<file path="config.mk">
export PLATFORM = sky130hd
export DESIGN_NAME = mux_8x1_rr_arbiter_flat
export DESIGN_NICKNAME = d
export VERILOG_FILES = /design/src/rtl/mux_8x1_rr_arbiter_if.sv /design/src/rtl/mux_8x1_rr_arbiter.sv /design/src/flat_wrapper.sv
export SDC_FILE = /design/constraint.sdc
export NUM_CORES = 1
export LEC_CHECK = 0
export ABC_AREA = 1
export ABC_CLOCK_PERIOD_IN_PS = 3800
export CAP_MARGIN = 20
export CORE_MARGIN = 5
export CORE_UTILIZATION = 49
export CTS_BUF_LIST = sky130_fd_sc_hd__clkbuf_4
export DETAILED_ROUTE_END_ITERATION = 8
export PLACE_DENSITY = 0.9
export SKIP_CTS_REPAIR_TIMING = 1
export SLEW_MARGIN = 10
export SYNTH_ARGS = -nofsm -noshare
export SYNTH_HDL_FRONTEND = slang
export SYNTH_SLANG_ARGS = --single-unit
</file>
<file path="constraint.sdc">
create_clock -name clk -period 3.8 [get_ports clk]
set_input_delay 0.76 -clock clk [delete_from_list [all_inputs] [get_ports clk]]
set_output_delay 0.76 -clock clk [all_outputs]
set_load 0.02 [all_outputs]
</file>
<file path="src/rtl/mux_8x1_rr_arbiter_if.sv">
// Bus bundle between the requesters and the round-robin mux arbiter.
// The requester side (master) drives req/din. The arbiter side (slave) returns
// the grant, the mux select and the forwarded data beat.
interface mux_8x1_rr_arbiter_if #(
  parameter int W = 8
);
  logic [7:0]     req;
  logic [8*W-1:0] din;
  logic [7:0]     gnt;
  logic [2:0]     sel;
  logic           busy;
  logic [W-1:0]   dout;
  logic           dout_valid;

  modport master (
    output req, din,
    input  gnt, sel, busy, dout, dout_valid
  );

  modport slave (
    input  req, din,
    output gnt, sel, busy, dout, dout_valid
  );
endinterface

</file>
<file path="src/rtl/mux_8x1_rr_arbiter.sv">
// Round-robin arbiter and select controller for a shared 8:1 data mux.
// One lane owns the mux at a time, for up to MAX_BURST beats per tenure.
// On release the arbiter re-arbitrates in the same edge, so there is no idle
// bubble between back-to-back owners. The current owner is searched last.
module mux_8x1_rr_arbiter #(
  parameter int W         = 8,
  parameter int MAX_BURST = 4
) (
  input logic                    clk,
  input logic                    rst_n,
  mux_8x1_rr_arbiter_if.slave    bus
);

  typedef enum logic {IDLE, GRANT} state_t;

  state_t       state;
  logic [2:0]   last;
  logic [3:0]   cnt;
  logic [7:0]   gnt_q;
  logic [2:0]   sel_q;
  logic         busy_q;
  logic [W-1:0] dout_q;
  logic         dv_q;

  logic [2:0]   ptr;
  logic [2:0]   cand;
  logic         win_found;
  logic [2:0]   win_idx;
  logic         beat;
  logic         rel_now;
  logic [W-1:0] din_lane;

  // Round-robin search starting just after the pointer. While granting, the pointer is the current owner, so the owner is considered last.
  always_comb begin
    ptr       = (state == GRANT) ? sel_q : last;
    cand      = '0;
    win_found = 1'b0;
    win_idx   = ptr;
    for (int i = 8; i >= 1; i--) begin
      cand = ptr + 3'(i);
      if (bus.req[cand]) begin
        win_found = 1'b1;
        win_idx   = cand;
      end
    end
  end

  // A beat happens whenever the owner keeps its request up. The tenure ends on a dropped request or on the final allowed beat.
  always_comb begin
    beat     = bus.req[sel_q];
    rel_now  = !beat || (cnt == 4'(MAX_BURST - 1));
    din_lane = bus.din[sel_q*W +: W];
  end

  // Arbitration FSM, with grant, select and the forwarded data all registered.
  always_ff @(posedge clk) begin
    if (!rst_n) begin
      state  <= IDLE;
      gnt_q  <= '0;
      sel_q  <= '0;
      busy_q <= 1'b0;
      dout_q <= '0;
      dv_q   <= 1'b0;
      cnt    <= '0;
      last   <= 3'd7;
    end else begin
      case (state)
        IDLE: begin
          dv_q <= 1'b0;
          if (win_found) begin
            state  <= GRANT;
            sel_q  <= win_idx;
            gnt_q  <= 8'(8'b1 << win_idx);
            busy_q <= 1'b1;
            cnt    <= '0;
          end
        end
        GRANT: begin
          dv_q <= beat;
          if (beat) begin
            dout_q <= din_lane;
          end
          if (rel_now) begin
            last <= sel_q;
            cnt  <= '0;
            if (win_found) begin
              sel_q <= win_idx;
              gnt_q <= 8'(8'b1 << win_idx);
            end else begin
              state  <= IDLE;
              gnt_q  <= '0;
              busy_q <= 1'b0;
            end
          end else begin
            cnt <= cnt + 4'd1;
          end
        end
        default: begin
          state  <= IDLE;
          gnt_q  <= '0;
          busy_q <= 1'b0;
          dv_q   <= 1'b0;
        end
      endcase
    end
  end

  assign bus.gnt        = gnt_q;
  assign bus.sel        = sel_q;
  assign bus.busy       = busy_q;
  assign bus.dout       = dout_q;
  assign bus.dout_valid = dv_q;

endmodule

</file>
<file path="src/flat_wrapper.sv">
// flat-port wrapper written by rule: the top's interface ports become plain ports
module mux_8x1_rr_arbiter_flat 
#(
  parameter int W         = 8,
  parameter int MAX_BURST = 4
)
  (clk, rst_n, bus_req, bus_din, bus_gnt, bus_sel, bus_busy, bus_dout, bus_dout_valid);
  mux_8x1_rr_arbiter_if #(.W(W)) bus_i ();
  input logic clk;
  input logic rst_n;
  input wire logic [$bits(bus_i.req)-1:0] bus_req;
  input wire logic [$bits(bus_i.din)-1:0] bus_din;
  output wire logic [$bits(bus_i.gnt)-1:0] bus_gnt;
  output wire logic [$bits(bus_i.sel)-1:0] bus_sel;
  output wire logic [$bits(bus_i.busy)-1:0] bus_busy;
  output wire logic [$bits(bus_i.dout)-1:0] bus_dout;
  output wire logic [$bits(bus_i.dout_valid)-1:0] bus_dout_valid;
  assign bus_i.req = bus_req;
  assign bus_i.din = bus_din;
  assign bus_gnt = bus_i.gnt;
  assign bus_sel = bus_i.sel;
  assign bus_busy = bus_i.busy;
  assign bus_dout = bus_i.dout;
  assign bus_dout_valid = bus_i.dout_valid;
  mux_8x1_rr_arbiter #(.W(W), .MAX_BURST(MAX_BURST)) u_core (.clk(clk), .rst_n(rst_n), .bus(bus_i));
endmodule
</file>
==> impl_results.md, run 1 <==
* Status: finished, final reports clean
* Initial antenna violation count at 0
* Most frequent cell on the critical path: nand3_1
* First-pass GRT wire length at about 13000 microns
* Hold Crit Class: reg -> reg
* Flop2flop setup slack at approximately 870 ps
* WP data required at between 4000 and 5000 ps
* # diodes at 0
* Layout area overhead at 41.93%
* H-tree depth at 2
* Cell taking the most area after synthesis: dfxtp_1
* Setup Crit Path Kind: reg -> reg
* Clk_skew at roughly 5.5 ps
* Die area at 6444 sq um
* Post-synthesis instance total at 396
* Critical path startpoint: u_core.bus.sel[1]$_SDFFE_PN0P_
* Minimum clock period at between 2000 and 3000 ps
* Top-area cell type share of the netlist area at a little under a quarter
* TritonCTS Sinks at 29
* Hold Path Sink: u_core.bus.gnt[4]$_SDFFE_PN0P_
* Overall routed net length at roughly 8100 microns
* EDFF count, synth at 0
* Slew HR at approximately 40%
* RSZ-0062 raised after global routing: false
* Syn avg cell area at ~6 sq um
* Yosys reg bits at 29
* Num CTS Buffers at 5
* Critical path, cell by cell: buf_4 -> inv_1 -> nand2_1 -> o21ai_2 -> ha_1 -> inv_1 -> nand3_1 -> nand3_1 -> nand2_2 -> nor3_2 -> nand3_2 -> nand2_4 -> nor2_2 -> nand3_1 -> a21oi_1
* Hold depth at 2
* Final count of negative-setup-slack endpoints at 0
* Peak Freq at roughly 0.34 GHz
* Io pins at 95
* Asr flop ratio synth at 0%
* Final Hold Vio Count at 0
* Reg2Reg Launch Point: u_core.bus.sel[1]$_SDFFE_PN0P_
* Share of layout cells above drive strength 1 at roughly a tenth
* DR DRC count at 0
* Remaining antenna violation count at 0
* Cell Pwr Density at between 700 and 800 nW/um^2
* Vias at just over 3000
* Row count at 25
* Least-Margin Pin Slew at 889.6 ps
* Die Width at between 80 and 90 microns
* Clock Tree Buf Depth at 2
* Maxcap violations at 0
* Ranking of synthesized cells by area: dfxtp_1, nand2_1, o21ai_0
* Synthesized area at 2420 sq um
* Worst Path Buf+Inv at 3
* Nets at 559
* Pre-Repair DR Iteration Count at 5
* TritonCTS clock tree: yes
* CP arrival at 3150 ps
* Starting Density at about half
* Fin. max-slew vios at 0
* Yosys cell types at 33
* Main flop type after synthesis: dfxtp_1
* CP endpoint kind: flip-flop
* Syn_nets at between 400 and 500
* Die H at 80.28 microns
* Core area at approximately 4800 sq um
* Startpoint type of the worst setup path: flip-flop
* Ys Warns at 0
* Grt total ovfl at 0
* Clk_lat worst skew at approximately 330 ps
* Initial detailed-routing violation count at between 150 and 200
* Root Driver: clkbuf_4
* Port Buffers at 94
* Setup TNS at 0 ps
* Post-synthesis sequential area ratio at about a quarter
* Vias in the first global route at just under 3000
* Crit path max fanout at 20
* Slowest cell delay on critical path at approximately 420 ps
* Largest net degree at the start of global routing at 40
* Clk slew on worst S/H paths at 100 ps
* Via density per instance at 5.611
* Maximum vdd drop at about 0.33 mV
* DP HPWL at 6317 microns
* Top Family by Delay on Critical Path: simple AND/OR/NAND/NOR gates
* Total Routing Usage GR at between 20% and 30%
* Crit share post-route at ~77%
* Reg2Reg Depth at 15
* RD Place Congestion at roughly 1
* Leak at around 1.5 nW
* Worst path slowest cell: ha_1
* Worst R2R End: u_core.bus.gnt[6]$_SDFFE_PN0P_
* Total power at about 2.6 mW
* Per-cell routed wire length at 14.76 microns
* Hold path start: u_core.bus.gnt[4]$_SDFFE_PN0P_
[sequential cells by signal, summed over array words and instances (netlist names)]
signal                 cells
u_core.bus.dout            8
u_core.bus.sel             3
u_core.bus.busy            1
u_core.last                3
u_core.state               1
u_core.bus.gnt             8
u_core.cnt                 4
u_core.bus.dout_valid      1
[cells by family (layout without fill, tap and decap cells)]
family,Yosys count,count (layout),share of synthesized area [%]
AND/OR/NAND/NOR,208,208,40.38
AO/OA/AOI/OAI,106,106,25.03
buffers and inverters,48,135,8.324
flip-flops,29,29,23.99
adder cells (fa/ha/maj),3,3,1.551
XOR/XNOR,2,2,0.7240
[report_power, final]
part | total, mW | switching (mW) | internal [mW] | leakage (nW)
sequential | 0.480 | 0.0757 | 0.404 | 0.238
combinational | 1.94 | 1.24 | 0.700 | 1.19
clock | 0.178 | 0.112 | 0.0667 | 0.0300
total | 2.60 | 1.43 | 1.17 | 1.46
[metal layers]
layer	vias up	track usage, %	share of wire (%)
li1	1521	-	-
met1	1424	32.45	43
met2	124	43.71	48
met3	17	6.166	7.4
met4	0	8.277	1.9
met5	-	0	0
[cell usage after synthesis (3+ instances only)]
cell / number
a21oi_1: 21
a21oi_2: 4
a31oi_1: 8
buf_2: 3
clkbuf_1: 14
dfxtp_1: 29
ha_1: 3
inv_1: 23
inv_2: 4
nand2_1: 82
nand2_2: 13
nand2_4: 4
nand3_1: 48
nand3_2: 7
nor2_1: 45
o21ai_0: 49
o22ai_1: 16
[per-stage QoR]
stage / utilization (%) / instance area [sq um] / worst slack, ps / hold slack, ps / instances
2_1_floorplan: - / 2420 / 1181 / 455.0 / 396
3_3_place_gp: 71.18 / 3385 / 978.7 / 457.5 / 542
3_5_place_dp: 71.18 / 3385 / 943.8 / 465.6 / 542
4_1_cts: 72.24 / 3435 / 920.0 / 479.1 / 550
5_1_grt: 72.24 / 3435 / 611.6 / 504.4 / 550
6_report: 72.24 / 3435 / 868.6 / 475.9 / 550
[final cells by class]
cell class | instances | area [sq um]
Multi-Input combinational cell | 319 | 1638
Fill cell | 424 | 1320
Inverter | 29 | 111.4
Clock inverter | 3 | 12.51
Sequential cell | 29 | 580.6
Timing Repair Buffer | 98 | 970.9
Tap cell | 67 | 83.83
Clock buffer | 5 | 37.54
[worst reg2reg max path, stage by stage, from the launching register on]
cell and delay (ps):
dfxtp_1 330, buf_4 220, inv_1 90, nand2_1 70, o21ai_2 130, ha_1 420
inv_1 210, nand3_1 150, nand3_1 220, nand2_2 120, nor3_2 310, nand3_2 180
nand2_4 150, nor2_2 70, nand3_1 80, a21oi_1 60
[placed cells by master (no fill, tap or decap), types with 8 or more instances in the layout]
cell | netlist | routed
clkdlybuf4s50_1 | 0 | 94
nand2_1 | 82 | 82
o21ai_0 | 49 | 49
nand3_1 | 48 | 48
nor2_1 | 45 | 45
dfxtp_1 | 29 | 29
inv_1 | 23 | 23
a21oi_1 | 21 | 21
o22ai_1 | 16 | 16
nand2_2 | 13 | 13
a31oi_1 | 8 | 8
[how the worst max path moves through the flow]
stage,to,cells past startpoint
finish,u_core.bus.gnt[6]$_SDFFE_PN0P_,15
global route,u_core.bus.gnt[6]$_SDFFE_PN0P_,21
CTS,u_core.bus.sel[1]$_SDFFE_PN0P_,15
detailed placement,u_core.bus.sel[1]$_SDFFE_PN0P_,15
global placement,u_core.bus.dout[7]$_SDFFE_PN0P_,7
floorplan,u_core.bus.gnt[6]$_SDFFE_PN0P_,15
(Power assumes the default switching activity.)
==> inputs of run 2 (changes only) <==
ABC_CLOCK_PERIOD_IN_PS = 2850   (was 3800)
CORE_UTILIZATION = 45   (was 49)
PLACE_DENSITY = 0.83   (was 0.9)
clock period = 2.85 ns   (was 3.8 ns; I/O delays follow)
==> impl_results.md, run 2 (synthesized netlist as in run 1, its figures left out) <==
* Worst Path Buf+Inv at 4
* Peak Freq at around 0.39 GHz
* Fillers at approximately 460
* Final Hold Vio Count at 0
* Core area at about 5200 sq um
* WP data required at around 3100 ps
* Fin. max-slew vios at 0
* Root Driver: clkbuf_4
* Crit path max fanout at 10
* H-tree depth at 2
* Setup TNS at 0 ps
* Hold depth at 2
* Commonest non-fill, non-tap cell in the layout: clkdlybuf4s50_1
* CP arrival at between 2000 and 3000 ps
* Vias in the first global route at ~3000
* Total power at 3.640 mW
* Num CTS Buffers at 5
* Via density per instance at between 5 and 6
* Worst path slowest cell: dfxtp_2
* Clk slew on worst S/H paths at 100 ps
* Most frequent cells in the layout: clkdlybuf4s50_1, nand2_1, o21ai_0
* Io pins at 95
* Reg2Reg Launch Point: u_core.state$_SDFF_PN0_
* Setup ws final at about 270 ps
* Starting Density at a little under half
* Hold path start: u_core.bus.gnt[1]$_SDFFE_PN0P_
* Critical path, cell by cell: inv_4 -> buf_4 -> nand2_2 -> nand2_4 -> ha_1 -> nand3_1 -> nand2_2 -> inv_2 -> nand3_2 -> nand2_1 -> inv_1 -> nand2_1 -> nand3_1 -> nand2_1 -> nand2_1 -> nand2_1 -> nand2_2 -> nor2_2 -> nand3_1 -> a21oi_2
* Most frequent cell on the critical path: nand2_1
* Maxcap violations at 0
* Grt total ovfl at 0
* Initial antenna violation count at 1
* Final count of negative-setup-slack endpoints at 0
* CP endpoint kind: flip-flop
* Slew HR at just over 70%
* Layout area overhead at 45.60%
* Slowest cell delay on critical path at 430 ps
* RD Place Congestion at slightly above 0.9
* Die area at 6944 sq um
* Initial detailed-routing violation count at 242
* DR DRC count at 0
* Hold Crit Class: reg -> reg
* FF+latch area at 581.8 sq um
* Overall routed net length at roughly 8400 microns
* Clk_skew at ~14 ps
* Clk_lat worst skew at roughly 330 ps
* Nets at about 570
* Multi-input combinational cell area at ~1600 sq um
* Largest net degree at the start of global routing at 39
* Die H at between 80 and 90 microns
* Post-Route Utilization at 68.12%
* Reg2Reg Depth at 20
* Least-Margin Pin Slew at ~410 ps
* RSZ-0062 raised after global routing: false
* Leak at around 1.5 nW
* Remaining antenna violation count at 0
* Crit share post-route at between 90% and 100%
* Hold Path Sink: u_core.bus.gnt[1]$_SDFFE_PN0P_
* Top Family by Delay on Critical Path: simple AND/OR/NAND/NOR gates
* Worst R2R End: u_core.bus.gnt[2]$_SDFFE_PN0P_
* WHS at between 400 and 500 ps
* Maximum vdd drop at between 0.5 and 0.6 mV
* Place WS at roughly 210 ps
* Pre-Repair DR Iteration Count at 5
* Cell Pwr Density at between 1000 and 1500 nW/um^2
* DP HPWL at around 6500 microns
* Total Routing Usage GR at ~24%
* Vias at around 3100
* TritonCTS clock tree: yes
* Port Buffers at 94
* Clock Tree Buf Depth at 2
* TritonCTS Sinks at 29
* Share of layout cells above drive strength 1 at 11.84%
* Die Width at 83.33 microns
* Per-cell routed wire length at 14.93 microns
* Startpoint type of the worst setup path: flip-flop
* Flop2flop setup slack at roughly 270 ps
* Critical path depth at 20
* First-pass GRT wire length at 14070 microns
* Status: finished, final reports clean
* Minimum clock period at about 2600 ps
* Row count at 26
* Setup Crit Path Kind: reg -> reg
[run 2: through the flow]
| step | instance area (sq um) | cells |
|---|---|---|
| after floorplan | 2420 | 396 |
| after detailed placement | 3441 | 552 |
| final | 3523 | 561 |
| after global routing | 3523 | 561 |
| after CTS | 3520 | 560 |
| after global placement | 3441 | 552 |
[run 2: report_power, final]
group | internal (mW) | total, mW | leakage, nW | switching [mW]
combinational | 0.974 | 2.69 | 1.23 | 1.71
sequential | 0.539 | 0.623 | 0.238 | 0.0840
clock | 0.181 | 0.331 | 0.0389 | 0.150
[run 2: final cells by class]
type                    count  share of cell area [%]
multi-input cells         319                   46.48
repair buffers            105                   29.05
flip-flops and latches     29                   16.51
inverters                  29                   3.161
well taps                  70                   2.486
clock inverters             3                   1.172
clock buffers               5                   1.065
diodes                      1                 0.07102
[run 2: worst max-delay path by stage]
stage,startpoint,end,slack (ps)
after global routing,u_core.state$_SDFF_PN0_,u_core.bus.gnt[1]$_SDFFE_PN0P_,2
after global placement,u_core.state$_SDFF_PN0_,u_core.bus.gnt[3]$_SDFFE_PN0P_,310
after CTS,u_core.state$_SDFF_PN0_,u_core.bus.gnt[2]$_SDFFE_PN0P_,200
final,u_core.state$_SDFF_PN0_,u_core.bus.gnt[2]$_SDFFE_PN0P_,270
after detailed placement,u_core.state$_SDFF_PN0_,u_core.bus.gnt[2]$_SDFFE_PN0P_,210
after floorplan,u_core.bus.sel[1]$_SDFFE_PN0P_,u_core.bus.gnt[6]$_SDFFE_PN0P_,230
[run 2: metal layers]
layer,part of all wire [%],up-vias,track usage [%],routed length (microns)
li1,-,1540,-,-
met1,44,1400,31.41,3705
met2,49,100,40.82,4140
met3,4.8,11,3.861,405
met4,1.5,0,6.538,123
met5,0,-,0,0
[run 2: tightest hold or removal path: stages (launching register included)]
cell and delay, ps:
dfxtp_1 320, nand2_1 60, a21oi_1 60
==> inputs of run 3 (changes only) <==
CORE_MARGIN = 2   (was 5)
==> impl_results.md, run 3 (synthesized netlist as in run 1, its figures left out) <==
* Met3 global-route usage at 5.930%
* Status: finished, final reports clean
* Most frequent cells in the layout: clkdlybuf4s50_1, nand2_1, o21ai_0
* FF+latch area at between 500 and 600 sq um
* # diodes at 0
* Maxcap violations at 0
* Switching share of power at between 50% and 60%
* Maximum vdd drop at around 0.57 mV
* Crit path max fanout at 9
* Setup ws final at between 200 and 300 ps
* Layout area overhead at 45.81%
* TritonCTS clock tree: yes
* Multi-input combinational cell area at between 1500 and 2000 sq um
* First-pass GRT wire length at between 10000 and 15000 microns
* Seq pwr share at around 17%
* H-tree depth at 2
* Clock Tree Buf Depth at 2
* Leak at around 1.5 nW
* Minimum clock period at between 2000 and 3000 ps
* Grt met2 use at between 40% and 50%
* Share of layout cells above drive strength 1 at between 10% and 20%
* WP data required at between 3000 and 4000 ps
* Die Width at 77.33 microns
* Slew HR at around two thirds
* Switching power at between 1.5 and 2 mW
* Total power at about 3.6 mW
* CP arrival at ~2800 ps
* Core area at 5140 sq um
* Io pins at 95
* Fin. max-slew vios at 0
* GRT Max-Usage Layer: met2
* Final Hold Vio Count at 0
* Vias in the first global route at 2900
* RD Place Congestion at approximately 0.96
* Int Power at around 1.7 mW
* Crit share post-route at 89.82%
* Die area at 5980 sq um
* CP endpoint kind: flip-flop
* Startpoint type of the worst setup path: flip-flop
* DR DRC count at 0
* Cell Pwr Density at 1030 nW/um^2
* Root Driver: clkbuf_4
* Initial detailed-routing violation count at roughly 250
* Setup TNS at 0 ps
* Fillers at just under 500
* WHS at between 400 and 500 ps
* Combinational power share at between 70% and 80%
* Via density per instance at approximately 5.5
* Overall routed net length at roughly 8200 microns
* Row count at 26
* Commonest non-fill, non-tap cell in the layout: clkdlybuf4s50_1
* Clk_lat worst skew at around 320 ps
* Largest net degree at the start of global routing at 38
* TritonCTS Sinks at 29
* Placed cells at between 500 and 600
* Remaining antenna violation count at 0
* Setup Crit Path Kind: reg -> reg
* Final Non-Filler Cells at ~560
* Nets at 567
* Final count of negative-setup-slack endpoints at 0
* Place WS at approximately 230 ps
* Hold Crit Class: reg -> reg
* Initial antenna violation count at 0
* Vias at 3113
* RSZ-0062 raised after global routing: false
* Port Buffers at 94
* Per-cell routed wire length at 14.70 microns
* Pre-Repair DR Iteration Count at 5
* Grt total ovfl at 0
* Least-Margin Pin Slew at between 400 and 500 ps
* Clk slew on worst S/H paths at about 100 ps
* Starting Density at a little under half
* DP HPWL at about 6300 microns
* Die H at roughly 77 microns
* Clock network power share at under 10%
* Num CTS Buffers at 5
* Clk_skew at ~11 ps
* Met1 Use GR at a little under two fifths
* Peak Freq at about 0.39 GHz
* Total Routing Usage GR at ~28%
[run 3: cell count changes in the layout (fill, tap and decap cells not counted)]
cell	previous run	this run
diode_2	1	0
buf_4	11	12
clkinvlp_4	1	0
clkbuf_4	5	6
[run 3: cell type report]
type / count / share of cell area [%]
tap: 70 / 2.482
multi-input combinational: 319 / 46.42
clock buffer: 6 / 1.277
clock inverter: 2 / 0.9574
inverter: 29 / 3.156
sequential: 29 / 16.49
timing repair buffer: 106 / 29.22
[run 3: path summary, 6_finish.rpt]
check / start / to / slack (ps) / depth (start not counted)
setup / recovery: u_core.state$_SDFF_PN0_ / u_core.bus.gnt[2]$_SDFFE_PN0P_ / 290 / 12
hold / removal: u_core.bus.gnt[0]$_SDFFE_PN0P_ / u_core.bus.gnt[0]$_SDFFE_PN0P_ / 470 / 2
setup reg to reg: u_core.state$_SDFF_PN0_ / u_core.bus.gnt[2]$_SDFFE_PN0P_ / 290 / 12
hold reg to reg: u_core.bus.gnt[0]$_SDFFE_PN0P_ / u_core.bus.gnt[0]$_SDFFE_PN0P_ / 470 / 2
[run 3: routing by layer]
metal,share of wire (%),wire length [microns]
met2,48,3983
met3,6.4,526
met5,0,0
met4,1.1,93
met1,44,3645
[run 3: power by group through the flow]
stage	sequential (mW)	combinational [mW]	clock [mW]
6_report	0.626	2.68	0.332
5_1_grt	0.637	2.97	0.359
4_1_cts	0.623	2.66	0.335
3_5_place_dp	0.630	2.64	0
3_3_place_gp	0.630	2.58	0
2_1_floorplan	0.746	1.73	0
[run 3: worst max-delay path: stages (launching register included)]
cell     delay, ps
dfxtp_2        380
o21ai_2        340
ha_1           310
inv_1          190
nand3_1        150
nand3_1        160
nand4_1        170
nor3_2         230
nand3_2        170
nand2_4        150
nor2_2          60
nand3_1         80
a21oi_2         60
[run 3: stage by stage]
stage | util [%] | cell area [sq um]
2_1_floorplan | - | 2420
6_report | 68.65 | 3528
5_1_grt | 68.65 | 3528
3_5_place_dp | 67.09 | 3448
3_3_place_gp | 67.09 | 3448
4_1_cts | 68.62 | 3527
